===== src/rtl/img_stream_pkg.sv =====
// Shared definitions for pixel-stream blocks: default frame geometry and
// position-counter sizing.
package img_stream_pkg;

  localparam int DEF_LINE_W    = 640;
  localparam int DEF_NUM_LINES = 480;

  typedef logic [1:0] occ_t;

  // Counter width for a modulo-n position counter; never narrower than 1 bit.
  function automatic int pos_w(input int n);
    return (n <= 2) ? 1 : $clog2(n);
  endfunction

endpackage


===== src/rtl/stream_skid_buf.sv =====
// Two-entry in-order buffer that absorbs the FIFO read latency in front of a
// valid/ready output.
module stream_skid_buf
  import img_stream_pkg::*;
#(
  parameter int DATA_W = 10
) (
  input  logic              clk,
  input  logic              aresetn,
  input  logic              push,
  input  logic [DATA_W-1:0] push_data,
  input  logic              pop,
  output logic [DATA_W-1:0] head_data,
  output occ_t              occ
);

  logic [DATA_W-1:0] mem [2];
  logic              wr_ptr;
  logic              rd_ptr;

  always_ff @(posedge clk or negedge aresetn) begin
    if (!aresetn) begin
      wr_ptr <= 1'b0;
      rd_ptr <= 1'b0;
      occ    <= '0;
    end else begin
      if (push) wr_ptr <= ~wr_ptr;
      if (pop)  rd_ptr <= ~rd_ptr;
      case ({push, pop})
        2'b10:   occ <= occ + 2'd1;
        2'b01:   occ <= occ - 2'd1;
        default: occ <= occ;
      endcase
    end
  end

  // Storage carries no reset; occupancy alone decides what is meaningful.
  always_ff @(posedge clk) begin
    if (push) mem[wr_ptr] <= push_data;
  end

  assign head_data = mem[rd_ptr];

endmodule


===== src/rtl/fifo_pixel_reader.sv =====
// Drains a fifo_sync read port into a valid/ready pixel stream tagged with
// start-of-frame / end-of-line markers and a frame-done pulse.
module fifo_pixel_reader
  import img_stream_pkg::*;
#(
  parameter int DATA_W    = 10,
  parameter int LINE_W    = DEF_LINE_W,
  parameter int NUM_LINES = DEF_NUM_LINES
) (
  input  logic              clk,
  input  logic              aresetn,
  input  logic              en,
  output logic              fifo_rd_en,
  input  logic [DATA_W-1:0] fifo_data_rd,
  input  logic              fifo_empty,
  output logic [DATA_W-1:0] m_data,
  output logic              m_valid,
  input  logic              m_ready,
  output logic              m_sof,
  output logic              m_eol,
  output logic              frame_done
);

  localparam int COL_W = pos_w(LINE_W);
  localparam int ROW_W = pos_w(NUM_LINES);
  localparam logic [COL_W-1:0] COL_LAST = COL_W'(LINE_W - 1);
  localparam logic [ROW_W-1:0] ROW_LAST = ROW_W'(NUM_LINES - 1);

  occ_t              occ;
  logic              inflight;
  logic              pop;
  logic [DATA_W-1:0] head_data;
  logic [2:0]        credits_used;
  logic [COL_W-1:0]  col;
  logic [ROW_W-1:0]  row;
  logic              col_last;
  logic              row_last;

  assign m_valid = (occ != 2'd0);
  assign pop     = m_valid && m_ready;
  assign m_data  = m_valid ? head_data : '0;

  // Slots already spoken for after this cycle's pop: held pixels plus the
  // read whose data lands this cycle. A new read needs one slot free.
  assign credits_used = {1'b0, occ} + {2'b00, inflight} - {2'b00, pop};
  assign fifo_rd_en   = aresetn && en && !fifo_empty && (credits_used < 3'd2);

  always_ff @(posedge clk or negedge aresetn) begin
    if (!aresetn) inflight <= 1'b0;
    else          inflight <= fifo_rd_en;
  end

  stream_skid_buf #(
    .DATA_W (DATA_W)
  ) u_buf (
    .clk       (clk),
    .aresetn   (aresetn),
    .push      (inflight),
    .push_data (fifo_data_rd),
    .pop       (pop),
    .head_data (head_data),
    .occ       (occ)
  );

  assign col_last = (col == COL_LAST);
  assign row_last = (row == ROW_LAST);

  always_ff @(posedge clk or negedge aresetn) begin
    if (!aresetn) begin
      col        <= '0;
      row        <= '0;
      frame_done <= 1'b0;
    end else begin
      frame_done <= pop && col_last && row_last;
      if (pop) begin
        if (col_last) begin
          col <= '0;
          row <= row_last ? '0 : row + 1'b1;
        end else begin
          col <= col + 1'b1;
        end
      end
    end
  end

  assign m_sof = m_valid && (col == '0) && (row == '0);
  assign m_eol = m_valid && col_last;

endmodule

===== config.mk =====
export PLATFORM = sky130hd
export DESIGN_NAME = fifo_pixel_reader
export DESIGN_NICKNAME = d
export VERILOG_FILES = /design/src/rtl/img_stream_pkg.sv /design/src/rtl/stream_skid_buf.sv /design/src/rtl/fifo_pixel_reader.sv
export SDC_FILE = /design/constraint.sdc
export NUM_CORES = 1
export LEC_CHECK = 0
export BUFFER_PORTS_ARGS = -buffer_cell sky130_fd_sc_hd__buf_2
export CAP_MARGIN = 20
export CORE_MARGIN = 1
export CORE_UTILIZATION = 40
export CTS_CLUSTER_SIZE = 14
export DETAILED_ROUTE_END_ITERATION = 8
export SYNTH_ARGS = -nofsm -noshare
export SYNTH_HDL_FRONTEND = slang
export SYNTH_SLANG_ARGS = --single-unit

===== constraint.sdc =====
create_clock -name clk -period 3.3 [get_ports clk]
set_input_delay 0.165 -clock clk [delete_from_list [all_inputs] [get_ports clk]]
set_output_delay 0.165 -clock clk [all_outputs]
set_load 0.02 [all_outputs]

**Word level (Yosys, flattened, before mapping)**

Memories as Yosys holds them, arrays and structs flattened.
Cells that the tools add are included.

- Memories kept: 1
- Bits in writable memories: 20
- Bits of input ports: 15
- Register bits after elaboration: 25
- Output and inout bits: 15
- Logic and storage cells: 42

- Add/subtract/negate cells: 6
- Eq/ne operators: 4
- Multiplexer cells: 6
- Bitwise operators: 2
- Reduce and logical (&&, ||, !) cells: 15
- Magnitude comparators: 1

Memories:

| name | words | width | read ports | clocked after Yosys merged registers in | wr ports | RTL line | RTL |
|---|---|---|---|---|---|---|---|
| u_buf.mem | 2 | 10 | 1 | 0 | 1 | stream_skid_buf.sv:17 | `logic [DATA_W-1:0] mem [2];` |

Operators by type and width:

| operator | count |
|---|---|
| 2-to-1 mux 10 bit | 2 |
| adder 10 x 1 -> 10 bit (second input constant) | 1 |
| equality test 10 bit (second input constant) | 1 |
| zero test 10 bit | 1 |
| adder 9 x 1 -> 9 bit (second input constant) | 1 |
| equality test 9 bit (second input constant) | 1 |
| logical AND 1 bit | 9 |
| zero test 9 bit | 1 |
| 2-to-1 mux 9 bit | 1 |
| one-hot mux 2 bit (2 select lines) | 1 |
| nonzero test 2 bit | 2 |
| adder 2 x 1 -> 3 bit | 1 |
| less-than comparator 3 x 2 -> 1 bit (second input constant) | 1 |
| subtractor 3 x 1 -> 3 bit | 1 |
| adder 2 x 1 -> 2 bit (second input constant) | 1 |
| equality test 2 x 1 -> 1 bit (second input constant) | 1 |
| equality test 2 bit (second input constant) | 1 |
| 2-to-1 mux 1 bit | 2 |
| inverter 1 bit | 2 |
| AND reduction 2 bit | 1 |
| subtractor 2 x 1 -> 2 bit (second input constant) | 1 |
| zero test 1 bit | 1 |

**Depth between registers and ports, before layout**

- Depth in word-level cells: 5
- Gate-level depth with buffers: 7
- Mapped depth without buffers: 6

**By module**

A second synthesis with hierarchy kept.

- Cell total of the unflattened synthesis: 177
- Area, all modules: 2134.5 µm²

By module, submodules not included:

| module | area each (µm²) | instances | cells an instance | seq. area each (µm²) |
|---|---|---|---|---|
| fifo_pixel_reader | 1236.2 | 1 | 132 | 525.5 |
| stream_skid_buf | 898.4 | 1 | 45 | 700.7 |

**Worst setup path after synthesis**

OpenSTA, ideal clock, no wires.

- Kind: register to output
- Start: register u_buf.occ[1]
- End: output port fifo_rd_en
- Stages on the path, launching flop included: 8
- Arrival time: 1.752 ns
- Buffers on the path: 1
- Setup slack: 1.383 ns
- Data required time: 3.135 ns
- Path through: dfrtp_1 > clkbuf_8 > nand2_1 > nor2_1 > o21ai_0 > fa_1 > nand4b_1 > nor2_1

- Word-level cells in the longest chain between the ends: 5
- Elaborated cells on any way between the ends: 6
- Classes of those cells: add/sub: 2; order compare: 1; reduce/logical: 3

Ends and longest elaborated chain:

| item | RTL line | RTL |
|---|---|---|
| start: declaration | stream_skid_buf.sv:14 | `output occ_t occ` |
| start signal: assignment | stream_skid_buf.sv:30 | `2'b10: occ <= occ + 2'd1;` |
| start signal: assignment | stream_skid_buf.sv:31 | `2'b01: occ <= occ - 2'd1;` |
| parallel branches: the longest is 2 deep, another holds adder 2 x 1 -> 3 bit | -- |  |
| subtractor 3 x 1 -> 3 bit (*) | fifo_pixel_reader.sv:45 | `assign credits_used = {1'b0, occ} + {2'b00, inflight} - {2'b00, pop};` |
| less-than comparator 3 x 2 -> 1 bit (*) | fifo_pixel_reader.sv:46 | `assign fifo_rd_en = aresetn && en && !fifo_empty && (credits_used < 3'd2);` |
| logical AND 1 bit (*) | fifo_pixel_reader.sv:46 |  |
| end: declaration | fifo_pixel_reader.sv:13 | `output logic fifo_rd_en,` |

Every way passes the cells marked *.

**Final worst setup path**

Ends and elaborated chain as after synthesis.

==> qor.txt <==
Via count: 1421
Final setup viols: 0
Pleak: 0.00105 µW
Core ar.: 5110 µm²
Worst hold endpoint: u_buf.mem[0][0]$_DFFE_PP_
Die height: 75.0 µm
Io pins: 30
Setup TNS: 0 ns
Vias per cell: 5.02
RSZ-0062 raised after global routing: no
Area Overhead vs Synth: 13.7%
CTS Buf Count: 5
Cell taking the most area after synthesis: dfrtp_1
Hold Violations, Final: 0
Worst skew pair latency: 0.30 ns
Yosys warns: 0
Gr ovfl total: 0
Post-Syn Nets: 200
Diode count: 0
Vias in the first global route: 1274
Residual DRC count: 0
Distinct cell type count after synthesis: 40
Largest net degree at the start of global routing: 27
Main synth FF type: dfrtp_1
Clock tree sinks: 45
Worst vdd ir: 216 µV
Nets: 232
Worst hold slack: 0.0544 ns
Post-Place Worst Slack: 1.32 ns
Worst Hold Launch: fifo_data_rd[0]
EDFF count, synth: 20
Mapped Cells: 180
Post-CTS Setup Bufs: 0
Arr. time, crit path: 2.12 ns
Total power: 1510 µW
Gpl congestion: 0.781
Slew margin rel.: 40.1%
Initial core utilization: 41.7%
Endpoint class of the critical path: output pin
Wire per inst: 12.6 µm
GRT Util Overall: 13.9%
Post-Syn Area: 2130 µm²
Flop2flop setup slack: 1.56 ns
R2R depth: 5
Hpwl dp: 2550 µm
Initial DRC Count: 64
WS Path Type: flip-flop to output pin
Slew @ Worst Pin: 0.897 ns
Final ANT Viol Nets: 0
Die area: 5620 µm²
Post-synthesis sequential area ratio: 57.5%
Crit-path max FO: 9
CTS Buffer Depth: 2
P per Cell Area: 625 nW/µm²
Max-Cap Viols: 0
Status: completed
Crit start category: flip-flop
Wirelength, routed: 3580 µm
HP Class: input pin to flip-flop
Clock-pin slew on the worst setup and hold paths: 0.08 ns
Max Fclk: 437 MHz
Reg2reg end: row[8]$_DFFE_PN0P_
Root Driver: clkbuf_8
Hold Path Cell Cnt: 1
Share of layout cells above drive strength 1: 22.5%
TritonCTS clock tree: done
WP data required: 3.13 ns
Initial antenna violation count: 0
Tmin final: 2.29 ns
Slew Limit Fails: 0
Cts hold-fix bufs: 1
Cells along the critical path: nand2_1, nor2_1, o21ai_0, fa_1, nand4b_1, nor2_1, buf_2
CP most frequent cell: nor2_1
Final Skew: 0.00722 ns
Async set or reset register ratio after synthesis: 55.6%
Slack of the critical path: 1.01 ns
DIE WIDTH: 75.0 µm
Global-route wire length before repair: 5710 µm
Final Cycle Share: 69.3%
Critical path's slowest cell: dfrtp_1
Post-CTS sizing: 0
H-tree depth: 2
Largest stage delay, worst path: 0.52 ns
Port Buffers: 29
Synth Register Bits: 45
Worst flop-to-flop path startpoint: col[0]$_DFFE_PN0P_
Post-synthesis area per instance: 11.8 µm²
Site Rows: 26
Initial DRT Pass Iterations: 4
Post-synth top area share: 29.4%
Top post-synthesis cells by area: dfrtp_1 (29%), edfxtp_1 (28%), mux2i_1 (5.2%)
## how the worst max path moves through the flow
stage,to,cells after the start,start,slack [ns]
after floorplan,fifo_rd_en,7,u_buf.occ[1]$_DFFE_PN0P_,1.38
after global placement,fifo_rd_en,7,u_buf.occ[1]$_DFFE_PN0P_,1.37
after detailed placement,fifo_rd_en,7,u_buf.occ[1]$_DFFE_PN0P_,1.32
after CTS,fifo_rd_en,7,u_buf.occ[1]$_DFFE_PN0P_,0.99
after global routing,fifo_rd_en,7,u_buf.occ[1]$_DFFE_PN0P_,0.85
final,fifo_rd_en,7,u_buf.occ[1]$_DFFE_PN0P_,1.01
## kinds of logic after synthesis
family                     count (synthesis)  synth area share [%]
muxes                                     12                  5.87
AOI/OAI and AO/OA                         20                  5.52
adders and majority gates                  5                  3.29
and+or+nand+nor                           71                  18.5
buffers and inverters                     13                  3.52
xor gates and xnor gates                  14                  5.75
DFF                                       45                  57.5
## report_power, final
part | internal (µW) | total (µW) | switching [µW]
clock network | 150 | 333 | 183
logic | 176 | 419 | 243
registers | 657 | 761 | 104
total | 983 | 1510 | 530
## cell type report
class,count,area [µm²]
repair buffers,31,163
clock inverters,3,21.3
inverters,7,26.3
fillers,484,2690
well taps,70,87.6
multi-input cells,122,830
clock buffers,5,68.8
flip-flops and latches,45,1230
## stage by stage
stage | std cells | cell area, µm² | utilization (%)
after floorplan | 180 | 2130 | -
after global placement | 274 | 2320 | 45.5
after detailed placement | 274 | 2320 | 45.5
after CTS | 283 | 2420 | 47.4
after global routing | 283 | 2420 | 47.4
final | 283 | 2420 | 47.4
## critical path, delay by kind of cell, from the launching register on
kind	cells	cell delay [ns]
simple gates	4	0.50
flops	1	0.52
compound gates	1	0.14
fa+ha+maj	1	0.50
buf+inv	1	0.18
## state kept, by name (all words and copies together) (netlist names)
register,count
inflight,1
u_buf.rd_ptr,1
u_buf.mem,20
u_buf.wr_ptr,1
u_buf.occ,2
frame_done,1
row,9
col,10
## routing by layer
layer	wire length (µm)	global-route usage [%]	vias up	share of wire, %
met2	1700	23.8	38	48
met4	33	3.98	0	0.92
met3	177	4.02	5	4.9
li1	-	-	704	-
met5	0	0	-	0
met1	1670	17.0	674	47
## cell usage in the layout (no fill, tap or decap), types with 2 or more instances in the layout
cell type,synthesis,layout
buf_2,1,29
dfrtp_1,25,25
edfxtp_1,20,20
nor2_1,19,19
nand2_1,13,13
mux2i_1,11,11
xnor2_1,11,11
nand3_1,9,9
o21ai_0,8,8
inv_1,7,7
a21oi_1,5,5
clkbuf_8,1,5
nand4_1,4,4
ha_1,4,4
nor2b_1,3,3
nor3_1,3,3
nor4_1,3,3
xor2_1,3,3
o21ai_1,3,3
and4_4,2,2
nand4_2,2,2
nor4b_1,2,2
and3_1,2,2
## cell usage after synthesis (2+ instances only)
cell and instances:
a21oi_1 5, and3_1 2, and4_4 2, buf_6 2, clkbuf_1 2, dfrtp_1 25, edfxtp_1 20, ha_1 4
inv_1 7, mux2i_1 11, nand2_1 13, nand3_1 9, nand4_1 4, nand4_2 2, nor2_1 19, nor2b_1 3
nor3_1 3, nor4_1 3, nor4b_1 2, o21ai_0 8, o21ai_1 3, xnor2_1 11, xor2_1 3
Note: power is estimated with default switching activity, not from simulation.
